$ cat src/rtl/ahb_rr_arbiter_if.sv
// Arbitration bus bundle: requests and transfer status from the masters/slave,
// and grant/owner information back from the arbiter.
interface ahb_rr_arbiter_if #(
  parameter int NUM_MASTERS = 3
);
  localparam int MW = (NUM_MASTERS > 1) ? $clog2(NUM_MASTERS) : 1;

  logic [NUM_MASTERS-1:0] hbusreq;
  logic [NUM_MASTERS-1:0] hlock;
  logic [1:0]             htrans;
  logic [2:0]             hburst;
  logic                   hready;
  logic                   hresp;
  logic [NUM_MASTERS-1:0] hgrant;
  logic [MW-1:0]          hmaster;
  logic                   hmastlock;

  // master: the requesting side of the bus; slave: the arbiter itself
  modport master (
    output hbusreq, hlock, htrans, hburst, hready, hresp,
    input  hgrant, hmaster, hmastlock
  );

  modport slave (
    input  hbusreq, hlock, htrans, hburst, hready, hresp,
    output hgrant, hmaster, hmastlock
  );
endinterface

$ cat src/rtl/ahb_rr_arbiter.sv
// Round-robin AHB arbiter: re-arbitrates on burst boundaries, honours locked
// tenures, parks on DEFAULT_MASTER and forces re-arbitration after an ERROR.
module ahb_rr_arbiter #(
  parameter int NUM_MASTERS    = 3,
  parameter int DEFAULT_MASTER = 0,
  parameter int MAX_HOLD       = 16
) (
  input  logic              hclk,
  input  logic              hresetn,
  ahb_rr_arbiter_if.slave   bus
);
  localparam int MW     = (NUM_MASTERS > 1) ? $clog2(NUM_MASTERS) : 1;
  localparam int MAXLEN = (MAX_HOLD > 16) ? MAX_HOLD : 16;
  localparam int BW     = $clog2(MAXLEN + 1);
  localparam logic [MW-1:0] DEF_IDX = MW'(DEFAULT_MASTER);

  localparam logic [1:0] HT_IDLE   = 2'b00;
  localparam logic [1:0] HT_NONSEQ = 2'b10;
  localparam logic [1:0] HT_SEQ    = 2'b11;

  typedef enum logic [1:0] {ST_PARK, ST_OWN, ST_LOCK} state_t;

  state_t        state_q, state_d;
  logic [MW-1:0] grant_idx_q, grant_idx_d;
  logic [MW-1:0] ptr_q, ptr_d;
  logic [BW-1:0] beats_q, beats_d;
  logic          err_q, err_d;
  logic [MW-1:0] hmaster_q;
  logic          hmastlock_q;

  logic          found;
  logic [MW-1:0] winner;
  logic [MW-1:0] cand;
  logic          owner_req;
  logic          owner_lock;
  logic          ap;

  // Beats remaining after the NONSEQ beat, by AHB hburst encoding
  function automatic logic [BW-1:0] burst_last(input logic [2:0] b);
    case (b)
      3'b000:         burst_last = '0;
      3'b001:         burst_last = BW'(MAX_HOLD - 1);
      3'b010, 3'b011: burst_last = BW'(3);
      3'b100, 3'b101: burst_last = BW'(7);
      default:        burst_last = BW'(15);
    endcase
  endfunction

  assign owner_req  = bus.hbusreq[grant_idx_q];
  assign owner_lock = bus.hlock[grant_idx_q];

  // First requester after the pointer, wrapping; the pointer itself is checked last
  always_comb begin
    found  = 1'b0;
    winner = ptr_q;
    cand   = '0;
    for (int i = 1; i <= NUM_MASTERS; i++) begin
      cand = MW'((int'(ptr_q) + i) % NUM_MASTERS);
      if (!found && bus.hbusreq[cand]) begin
        found  = 1'b1;
        winner = cand;
      end
    end
  end

  always_comb begin
    ap = 1'b0;
    if (bus.hready) begin
      if (state_q == ST_LOCK)
        ap = err_q || (!owner_lock && (!owner_req || beats_q == '0));
      else
        ap = err_q || (beats_q == '0) || (!owner_req && bus.htrans == HT_IDLE);
    end
  end

  always_comb begin
    state_d     = state_q;
    grant_idx_d = grant_idx_q;
    ptr_d       = ptr_q;
    beats_d     = beats_q;
    err_d       = err_q;

    if (ap) begin
      err_d = 1'b0;
      if (found) begin
        grant_idx_d = winner;
        ptr_d       = winner;
        state_d     = bus.hlock[winner] ? ST_LOCK : ST_OWN;
      end else begin
        grant_idx_d = DEF_IDX;
        state_d     = ST_PARK;
      end
    end

    // An ERROR's first (wait) cycle ends the burst; the next ready cycle re-arbitrates
    if (bus.hresp && !bus.hready) begin
      beats_d = '0;
      err_d   = 1'b1;
    end else if (bus.hready) begin
      case (bus.htrans)
        HT_NONSEQ: beats_d = burst_last(bus.hburst);
        HT_SEQ:    beats_d = (beats_q == '0) ? '0 : beats_q - 1'b1;
        default:   beats_d = beats_q;
      endcase
    end
  end

  always_ff @(posedge hclk or negedge hresetn) begin
    if (!hresetn) begin
      state_q     <= ST_PARK;
      grant_idx_q <= DEF_IDX;
      ptr_q       <= DEF_IDX;
      beats_q     <= '0;
      err_q       <= 1'b0;
      hmaster_q   <= DEF_IDX;
      hmastlock_q <= 1'b0;
    end else begin
      state_q     <= state_d;
      grant_idx_q <= grant_idx_d;
      ptr_q       <= ptr_d;
      beats_q     <= beats_d;
      err_q       <= err_d;
      // Address-phase owner follows the grant one accepted transfer later
      if (bus.hready) begin
        hmaster_q   <= grant_idx_q;
        hmastlock_q <= (state_q == ST_LOCK);
      end
    end
  end

  generate
    for (genvar gi = 0; gi < NUM_MASTERS; gi++) begin : g_grant
      assign bus.hgrant[gi] = (grant_idx_q == MW'(gi));
    end
  endgenerate

  assign bus.hmaster   = hmaster_q;
  assign bus.hmastlock = hmastlock_q;

endmodule
$ cat src/flat_wrapper.sv
// flat-port wrapper written by rule: the top's interface ports become plain ports
module ahb_rr_arbiter_flat 
#(
  parameter int NUM_MASTERS    = 3,
  parameter int DEFAULT_MASTER = 0,
  parameter int MAX_HOLD       = 16
)
  (hclk, hresetn, bus_hbusreq, bus_hlock, bus_htrans, bus_hburst, bus_hready, bus_hresp, bus_hgrant, bus_hmaster, bus_hmastlock);
  ahb_rr_arbiter_if #(.NUM_MASTERS(NUM_MASTERS)) bus_i ();
  input  logic hclk;
  input  logic hresetn;
  input wire logic [$bits(bus_i.hbusreq)-1:0] bus_hbusreq;
  input wire logic [$bits(bus_i.hlock)-1:0] bus_hlock;
  input wire logic [$bits(bus_i.htrans)-1:0] bus_htrans;
  input wire logic [$bits(bus_i.hburst)-1:0] bus_hburst;
  input wire logic [$bits(bus_i.hready)-1:0] bus_hready;
  input wire logic [$bits(bus_i.hresp)-1:0] bus_hresp;
  output wire logic [$bits(bus_i.hgrant)-1:0] bus_hgrant;
  output wire logic [$bits(bus_i.hmaster)-1:0] bus_hmaster;
  output wire logic [$bits(bus_i.hmastlock)-1:0] bus_hmastlock;
  assign bus_i.hbusreq = bus_hbusreq;
  assign bus_i.hlock = bus_hlock;
  assign bus_i.htrans = bus_htrans;
  assign bus_i.hburst = bus_hburst;
  assign bus_i.hready = bus_hready;
  assign bus_i.hresp = bus_hresp;
  assign bus_hgrant = bus_i.hgrant;
  assign bus_hmaster = bus_i.hmaster;
  assign bus_hmastlock = bus_i.hmastlock;
  ahb_rr_arbiter #(.NUM_MASTERS(NUM_MASTERS), .DEFAULT_MASTER(DEFAULT_MASTER), .MAX_HOLD(MAX_HOLD)) u_core (.hclk(hclk), .hresetn(hresetn), .bus(bus_i));
endmodule
$ cat config.mk
export PLATFORM = sky130hd
export DESIGN_NAME = ahb_rr_arbiter_flat
export DESIGN_NICKNAME = d
export VERILOG_FILES = /design/src/rtl/ahb_rr_arbiter_if.sv /design/src/rtl/ahb_rr_arbiter.sv /design/src/flat_wrapper.sv
export SDC_FILE = /design/constraint.sdc
export NUM_CORES = 1
export LEC_CHECK = 0
export ABC_AREA = 1
export BUFFER_PORTS_ARGS = -buffer_cell sky130_fd_sc_hd__buf_2
export CORE_ASPECT_RATIO = 0.9
export CORE_MARGIN = 2
export CORE_UTILIZATION = 49
export CTS_BUF_LIST = sky130_fd_sc_hd__clkbuf_16
export DETAILED_ROUTE_END_ITERATION = 10
export PLACE_DENSITY = 0.74
export SYNTH_ARGS = -nofsm -noshare
export SYNTH_HDL_FRONTEND = slang
export SYNTH_SLANG_ARGS = --single-unit
$ cat constraint.sdc
create_clock -name hclk -period 1.8 [get_ports hclk]
set_input_delay 0.09 -clock hclk [delete_from_list [all_inputs] [get_ports hclk]]
set_output_delay 0.09 -clock hclk [all_outputs]
set_load 0.01 [all_outputs]
# Yosys cells after proc, flatten, opt, wreduce, memory -nomap -nowiden
# Index checks and enable logic that the tools add are counted.
# totals
reg_bits	15
latch_bits	0
ram_bits	0
rom_bits	0
inputBits	15
out_inout_bits	6
word_cells	83
memories	0
# op_classes
add_sub_neg	4
mul	0
div	3
magnitude_cmp	5
eq_ne	9
n_shift	0
mux	30
bitwise_logic	0
n_reduce_logical	25
# ops
op	count
32-bit by 3-bit remainder unit with 32-bit output, second input constant	3
2-bit by 3-bit < comparator with 1-bit output, second input constant	5
5-bit two-way mux	3
1-bit two-way mux	13
1-bit binary-select mux with 2-bit select	6
2-bit two-way mux	6
4-bit case mux with 3 select lines	1
5-bit case mux with 2 select lines	1
2-bit equality test, second input constant	4
2-bit by 2-bit adder with 3-bit output, second input constant	2
3-bit by 2-bit equality test with 1-bit output, second input constant	2
3-bit equality test, second input constant	2
1-bit logical AND	5
1-bit logical NOT	5
5-bit logical NOT	1
5-bit by 1-bit subtractor with 5-bit output, second input constant	1
2-bit logical NOT	2
1-bit logical OR	4
2-bit AND reduction	2
2-bit nonzero test	2
2-bit OR reduction	2
2-bit by 1-bit adder with 3-bit output, second input constant	1
3-bit logical NOT	1
3-bit nonzero test	1
2-bit by 1-bit equality test with 1-bit output, second input constant	1

# Logic depth before layout (Yosys ltp)
# Gate-level depths: netlist (run 1).
# logic_depth
ltp_word	15
mapped_depth	15
ltp_nobuf	15

# Least setup slack after synthesis (run 1)
# Ideal clock, no wire load.
# synth_timing
path_type	reg2reg
start	reg u_core.ptr_q[0]
end	reg u_core.state_q[0]
arrival_time_ps	1645
setup_slack_ps	39
path_stages_with_launch	15
n_path_buf	0
period_less_slack_ps	1761
path_cell_list	dfrtp_1 > inv_1 > ha_1 > inv_2 > nand3_1 > nand2_2 > nand3_4 > inv_2 > nand2_1 > nand2_2 > inv_2 > nand2_2 > nand2_1 > nand2_1 > nand2_1
# synth_via
elab_chain_len	15
word_cells_on_any_way	26
# synth_rtl
item	line_no	text
start, declared	ahb_rr_arbiter.sv:25	logic [MW-1:0] ptr_q, ptr_d;
start signal, assigned	ahb_rr_arbiter.sv:120	ptr_q <= ptr_d;
2-bit by 1-bit adder with 3-bit output	ahb_rr_arbiter.sv:58	cand = MW'((int'(ptr_q) + i) % NUM_MASTERS);
32-bit by 3-bit remainder unit with 32-bit output	ahb_rr_arbiter.sv:58	
1-bit binary-select mux with 2-bit select	ahb_rr_arbiter.sv:59	if (!found && bus.hbusreq[cand]) begin
1-bit two-way mux (not written as such)	ahb_rr_arbiter.sv:59	
1-bit two-way mux	ahb_rr_arbiter.sv:59	
1-bit logical NOT	ahb_rr_arbiter.sv:59	
1-bit logical AND	ahb_rr_arbiter.sv:59	
1-bit two-way mux	ahb_rr_arbiter.sv:59	
1-bit logical NOT	ahb_rr_arbiter.sv:59	
1-bit logical AND	ahb_rr_arbiter.sv:59	
2-bit two-way mux	ahb_rr_arbiter.sv:59	
1-bit binary-select mux with 2-bit select	ahb_rr_arbiter.sv:88	state_d = bus.hlock[winner] ? ST_LOCK : ST_OWN;
1-bit two-way mux (not written as such)	ahb_rr_arbiter.sv:88	
2-bit two-way mux	ahb_rr_arbiter.sv:88	
2-bit two-way mux (*)	ahb_rr_arbiter.sv:85	if (found) begin
end signal, assigned	ahb_rr_arbiter.sv:118	state_q <= state_d;
end, declared	ahb_rr_arbiter.sv:23	state_t state_q, state_d;
# Every way passes the cells marked *; elsewhere a longest branch is shown, timed or not. The select of a mux whose other input is x is not followed.
# A chain may end at the register's enable or synchronous reset.

# Final worst setup path (run 1)
# layout_timing
start	reg u_core.ptr_q[1]
end	reg u_core.state_q[1]
# The elaborated chain is that of the path after synthesis.

==> flow_metrics.env, run 1 <==
export IMPL_p_sw_share_pct=49.5
export IMPL_final_hold_viol_count=0
export IMPL_grt_overflow=0
export IMPL_clockPowerShare_pct=13.9
export IMPL_fin_tns_setup_ns=0
export IMPL_synth_area_um2=1160
export IMPL_finalWirelength_mm=2.99
export IMPL_cts_made_buffers=3
export IMPL_top_usage_layer="met2"
export IMPL_grt_max_degree=16
export IMPL_yosys_area_top_type="dfrtp_1"
export IMPL_cp_max_fo=8
export IMPL_coreArea_um2=2200
export IMPL_grt_util_met1_pct=30.3
export IMPL_internal_power_uw=1570
export IMPL_ys_seq_area_share_pct=32.4
export IMPL_drv_slew=0
export IMPL_grt_pass1_vias=1132
export IMPL_irDropWorstVdd_mv=1.40
export IMPL_critPathRequiredTime_ns=1.93
export IMPL_worstSkewPairLatency_ns=0.25
export IMPL_clock_sinks=15
export IMPL_p_leak_uw=0.000801
export IMPL_drcViolationCount=0
export IMPL_cts_htree_levels=1
export IMPL_track_usage_pct=22.4
export IMPL_hold_depth=2
export IMPL_die_x_um=55.2
export IMPL_row_count=16
export IMPL_grt_use_met2_pct=35.3
export IMPL_min_path_type="input pin to flip-flop"
export IMPL_yosys_warnings=0
export IMPL_drv_cap=0
export IMPL_cts_root_buffer="clkbuf_16"
export IMPL_antenna_left=0
export IMPL_tritoncts="done"
export IMPL_num_antenna_cells=0
export IMPL_clkTransAtPathRegs_ns=0.05
export IMPL_combPwrFrac_pct=69.0
export IMPL_finClkSkew_ns=0.00480
export IMPL_numPortBuffers=20
export IMPL_detailed_place_hpwl_mm=2.26
export IMPL_use_met3_pct=6.30
export IMPL_place_congestion=0.946
export IMPL_drt_iter0_drc=58
export IMPL_vias=1220
export IMPL_start_util_pct=52.6
export IMPL_power_switching_uw=1540
export IMPL_period_needed_ns=1.76
export IMPL_worst_pin_slew_ns=0.574
export IMPL_dieArea_um2=2770
export IMPL_avgSynthCellArea_um2=6.97
export IMPL_synth_cell_types=23
export IMPL_totalPowerFinal_uw=3100
export IMPL_synthToLayoutAreaGrowth_pct=32.0
export IMPL_io_pins=21
export IMPL_pwr_share_seq_pct=17.1
export IMPL_grt_pass1_wl_mm=4.92
export IMPL_drt_first_pass_iters=4
export IMPL_clock_fmax_mhz=567
export IMPL_cp_start_kind="flip-flop"
export IMPL_ys_seq_elements=15
export IMPL_period_share_pct=98.0
export IMPL_power_density_nw_per_um2=2030
export IMPL_wl_per_cell_um=13.3
export IMPL_rr_worst_depth=11
export IMPL_path_class="flip-flop to flip-flop"
export IMPL_synthesis_nets=186
export IMPL_setup_violations=0
export IMPL_endpoint_kind="flip-flop"
export IMPL_maxSlewHeadroom_pct=61.3
export IMPL_fin_hold_ws_ns=0.111
export IMPL_final_layout_size_suffix_gt1_share_pct=37.9
export IMPL_outcome="finished clean"
export IMPL_die_height_um=50.1
export IMPL_ys_top_cells_by_area="dfrtp_1 32%, nand2_1 16%, nand3_1 9.1%"
export IMPL_via_per_inst=5.42
export IMPL_synth_cells=166
export IMPL_cts_buffer_depth=2
export IMPL_rsz0062_at_grt="true"
export IMPL_cp_data_arrival_time_ns=1.90
export IMPL_finalNetCount=219
export IMPL_grt_antenna_before_repair=0
export IMPL_synth_top_cell_area_share_pct=32.4
==> cells in the mapped netlist <==
master     n
a22oi_1    1
inv_2      7
nor2_1    10
nand2_2    5
nand4_1    1
nor2_2     2
o22ai_1    3
nor2_4     1
nand3_2    3
ha_1       5
nand2_1   49
nand3_4    2
a31o_1     1
o21ai_0    7
xor2_1     1
inv_1     19
o211ai_1   1
dfrtp_1   15
nand3_1   21
o21ai_1    3
o21ai_2    1
a21oi_1    5
nand2_4    3
==> worst max-delay path, cell delays in order, from the launching register on <==
cell,delay [ns]
dfrtp_2,0.44
ha_4,0.29
inv_6,0.10
nand3_1,0.11
nand2_2,0.14
nand3_4,0.12
inv_4,0.08
nand2_2,0.06
nand3_2,0.08
nand3_2,0.08
nand3_1,0.08
nand2_1,0.06
==> routing by layer <==
| metal | wire length, um | up-vias |
|---|---|---|
| li1 | - | 602 |
| met5 | 0 | - |
| met3 | 212 | 2 |
| met4 | 6 | 0 |
| met2 | 1400 | 49 |
| met1 | 1370 | 567 |
==> cell usage in the layout (no fill, tap or decap) <==
cell / n
nand3_2: 10
o21ai_0: 7
o21ai_1: 1
nand2_1: 46
inv_4: 2
dfrtp_1: 14
inv_2: 6
o21ai_2: 3
buf_2: 20
a21oi_1: 5
inv_1: 17
inv_6: 1
o22ai_1: 3
o211ai_1: 1
nand3_1: 14
nand2_2: 8
ha_1: 1
xor2_1: 1
ha_4: 2
a22oi_1: 1
ha_2: 2
nand3_4: 2
nand2_4: 3
clkbuf_16: 3
buf_4: 7
nor2_1: 9
nand4_1: 1
clkinv_2: 1
nor2_4: 1
nor2_2: 3
dlygate4sd3_1: 1
a31o_1: 1
dfrtp_2: 1
==> final timing paths <==
kind | end | start | slack, ns
worst max-delay path | u_core.state_q[1] | u_core.ptr_q[1] | 0.04
worst min-delay path | u_core.err_q | bus_hready | 0.11
worst max register to register | u_core.state_q[1] | u_core.ptr_q[1] | 0.04
worst min register to register | u_core.bus.hmaster[1] | u_core.bus.hmaster[1] | 0.48
max in group asynchronous | u_core.ptr_q[1] | hresetn | 1.23
min in group asynchronous | u_core.beats_q[3] | hresetn | 0.29
==> power by group through the flow <==
stage	sequential (uW)	combinational [uW]	clock, uW
floorplan	524	1340	0
global placement	520	1710	0
detailed placement	522	1750	0
CTS	523	1820	440
global route	544	2350	460
finish	530	2140	431
==> through the flow <==
| stage | setup WS, ns | instances | cell area (um^2) | utilization, % |
|---|---|---|---|---|
| global route | -0.0650 | 225 | 1530 | 69.4 |
| CTS | 0.0128 | 223 | 1440 | 65.6 |
| floorplan | 0.0387 | 166 | 1160 | - |
| global placement | 0.00845 | 218 | 1330 | 60.3 |
| finish | 0.0359 | 225 | 1530 | 69.4 |
| detailed placement | -0.0525 | 218 | 1330 | 60.3 |
==> area by class of cell <==
cell class / count / area, um^2
Tap cell: 27 / 33.8
Clock inverter: 1 / 5.00
Multi-Input combinational cell: 125 / 767
Timing Repair Buffer: 28 / 163
Clock buffer: 3 / 75.1
Sequential cell: 15 / 377
Inverter: 26 / 108
Fill cell: 177 / 674
==> state kept, by name (all words and copies together) (netlist names) <==
name	cells
u_core.beats_q	5
u_core.bus.hmastlock	1
u_core.err_q	1
u_core.ptr_q	2
u_core.state_q	2
u_core.bus.hmaster	2
u_core.grant_idx_q	2
==> repair_timing <==
action                     4_1_cts  5_1_grt
hold endpoints to repair        15        0
setup buffers                    0        2
gates cloned                     0        0
setup endpoints to repair        3        6
pin swaps                        0        7
resized for setup                3       22
hold buffers                     1        0
==> logic make-up after synthesis <==
logic type,count (synthesis),share of synthesized area [%]
AND/OR/NAND/NOR,97,42.1
buffers and inverters,26,8.43
AO/OA/AOI/OAI,22,10.9
flip-flops,15,32.4
adder cells (fa/ha/maj),5,5.41
XOR/XNOR,1,0.757
(Power assumes the default switching activity.)
==> run 2, diff against run 1 <==
- SETUP_SLACK_MARGIN: default -> 0.05
==> run 2 against run 1 <==
  * Critical path depth unchanged
  * Routed wire length increased by 0.20%
  * Clock power decreased by 3%
  * Count of clock-buffer cells in the layout unchanged
  * Power increased by 3.8%
  * Worst setup slack got worse by 0.028 ns
  * Sequential cell count unchanged
  * Die area unchanged
  * Maximum frequency decreased by 1.6%
  * Hold slack got worse by 0.0079 ns
  * Final cell count increased by 1.3%
  * Global-route usage about the same
==> flow_metrics.env, run 2 (synthesis results as in run 1) <==
export IMPL_outcome="finished clean"
export IMPL_top_register="u_core.beats_q"
export IMPL_rsz0062_at_grt="true"
export IMPL_tritoncts="done"
export IMPL_p_leak_uw=0.000816
export IMPL_fin_tns_setup_ns=0
export IMPL_grt_antenna_before_repair=0
export IMPL_cp_start_kind="flip-flop"
export IMPL_row_count=16
export IMPL_via_per_inst=5.37
export IMPL_irDropWorstVdd_mv=1.67
export IMPL_numPortBuffers=20
export IMPL_seq_area_um2=375
export IMPL_antenna_left=0
export IMPL_clkTransAtPathRegs_ns=0.05
export IMPL_track_usage_pct=22.4
export IMPL_finish_utilization_pct=71.1
export IMPL_final_cell_mix="45 x nand2_1, 20 x buf_2, 17 x inv_1, 15 x dfrtp_1, 14 x nand3_1"
export IMPL_cts_buffer_depth=2
export IMPL_largest_register_ffs=5
export IMPL_finalNetCount=222
export IMPL_path_class="flip-flop to flip-flop"
export IMPL_dp_cells=217
export IMPL_maxSlewHeadroom_pct=61.2
export IMPL_worst_pin_slew_ns=0.577
export IMPL_setup_ws_ns=0.00758
export IMPL_drv_cap=0
export IMPL_multiInputGateArea_um2=786
export IMPL_cts_root_buffer="clkbuf_16"
export IMPL_cts_made_buffers=3
export IMPL_cts_htree_levels=1
export IMPL_period_needed_ns=1.79
export IMPL_finalNonFillerCells=228
export IMPL_critPathRequiredTime_ns=1.95
export IMPL_finalWirelength_mm=2.99
export IMPL_synthToLayoutAreaGrowth_pct=35.4
export IMPL_setup_violations=0
export IMPL_cp_data_arrival_time_ns=1.94
export IMPL_io_pins=21
export IMPL_pre_cts_slack_ns=-0.0819
export IMPL_start_util_pct=52.6
export IMPL_power_density_nw_per_um2=2060
export IMPL_grt_overflow=0
export IMPL_vias=1225
export IMPL_grt_pass1_wl_mm=4.98
export IMPL_grt_pass1_vias=1156
export IMPL_drt_first_pass_iters=4
export IMPL_drcViolationCount=0
export IMPL_worstSkewPairLatency_ns=0.24
export IMPL_final_layout_size_suffix_gt1_share_pct=38.3
export IMPL_period_share_pct=99.6
export IMPL_final_hold_viol_count=0
export IMPL_coreArea_um2=2200
export IMPL_grt_max_degree=16
export IMPL_drv_slew=0
export IMPL_final_common_cell="nand2_1"
export IMPL_clock_fmax_mhz=558
export IMPL_wl_per_cell_um=13.1
export IMPL_fill_cells=183
export IMPL_finClkSkew_ns=0.00172
export IMPL_place_congestion=0.950
export IMPL_min_path_type="input pin to flip-flop"
export IMPL_endpoint_kind="flip-flop"
export IMPL_clock_sinks=15
export IMPL_dieArea_um2=2770
export IMPL_detailed_place_hpwl_mm=2.21
export IMPL_cp_max_fo=7
export IMPL_die_x_um=55.2
export IMPL_num_antenna_cells=0
export IMPL_die_height_um=50.1
export IMPL_drt_iter0_drc=53
==> run 2: changes by cell type in the layout (fill, tap and decap cells not counted), moves of 2 or more <==
cell / before / now
o21ai_2: 3 / 0
buf_4: 7 / 10
o21ai_1: 1 / 3
inv_2: 6 / 8
==> run 2: what timing repair did <==
item	in CTS	in global routing
gates resized for setup	8	19
buffers inserted	3	3
hold buffers	1	0
endpoints found under the setup margin	6	7
endpoints found under the hold margin	15	0
pin swaps	2	9
==> run 2: final timing paths <==
check                      slack [ns]  cells past startpoint                     to             startpoint
min reg2reg                      0.48                      2  u_core.bus.hmaster[1]  u_core.bus.hmaster[1]
min in group asynchronous        0.29                      2   u_core.bus.hmastlock                hresetn
min                              0.10                      2           u_core.err_q             bus_hready
max                             0.008                     11        u_core.ptr_q[1]        u_core.ptr_q[0]
max reg2reg                     0.008                     11        u_core.ptr_q[1]        u_core.ptr_q[0]
max in group asynchronous        1.26                      2  u_core.grant_idx_q[1]                hresetn
==> run 2: routing by layer <==
layer | vias up | track usage [%] | part of all wire, %
met1 | 570 | 30.1 | 43
met5 | - | 0 | 0
met3 | 2 | 5.51 | 5.5
met4 | 0 | 2.85 | 0.13
li1 | 610 | - | -
met2 | 43 | 37.5 | 51
==> run 2: layout make-up <==
type,count,area share [%]
repair buffers,31,11.8
flip-flops and latches,15,24.0
multi-input cells,125,50.2
clock buffers,3,4.79
clock inverters,1,0.240
inverters,26,6.87
well taps,27,2.16
==> run 2: worst max-delay path: stages, from the launching register on <==
cell     delay, ns
dfrtp_1       0.38
inv_2         0.08
ha_4          0.34
inv_8         0.06
nand2_4       0.07
nand3_4       0.09
nand2_8       0.12
nand2_1       0.07
nor2_2        0.14
nor2_4        0.06
buf_4         0.13
o21ai_1       0.16
==> run 2: power breakdown <==
group	switching (uW)	leakage (uW)	internal (uW)
registers	82.1	0.000190	448
logic	1390	0.000584	880
clock network	124	0.0000423	293
total	1600	0.000816	1620
==> run 2: per-stage QoR <==
stage               hold slack (ns)  area, um^2  total power (uW)
floorplan                    -0.206        1170              1900
global placement            0.00547        1330              2250
detailed placement           0.0130        1330              2320
CTS                           0.103        1470              2890
global route                  0.131        1570              3480
finish                        0.104        1570              3220
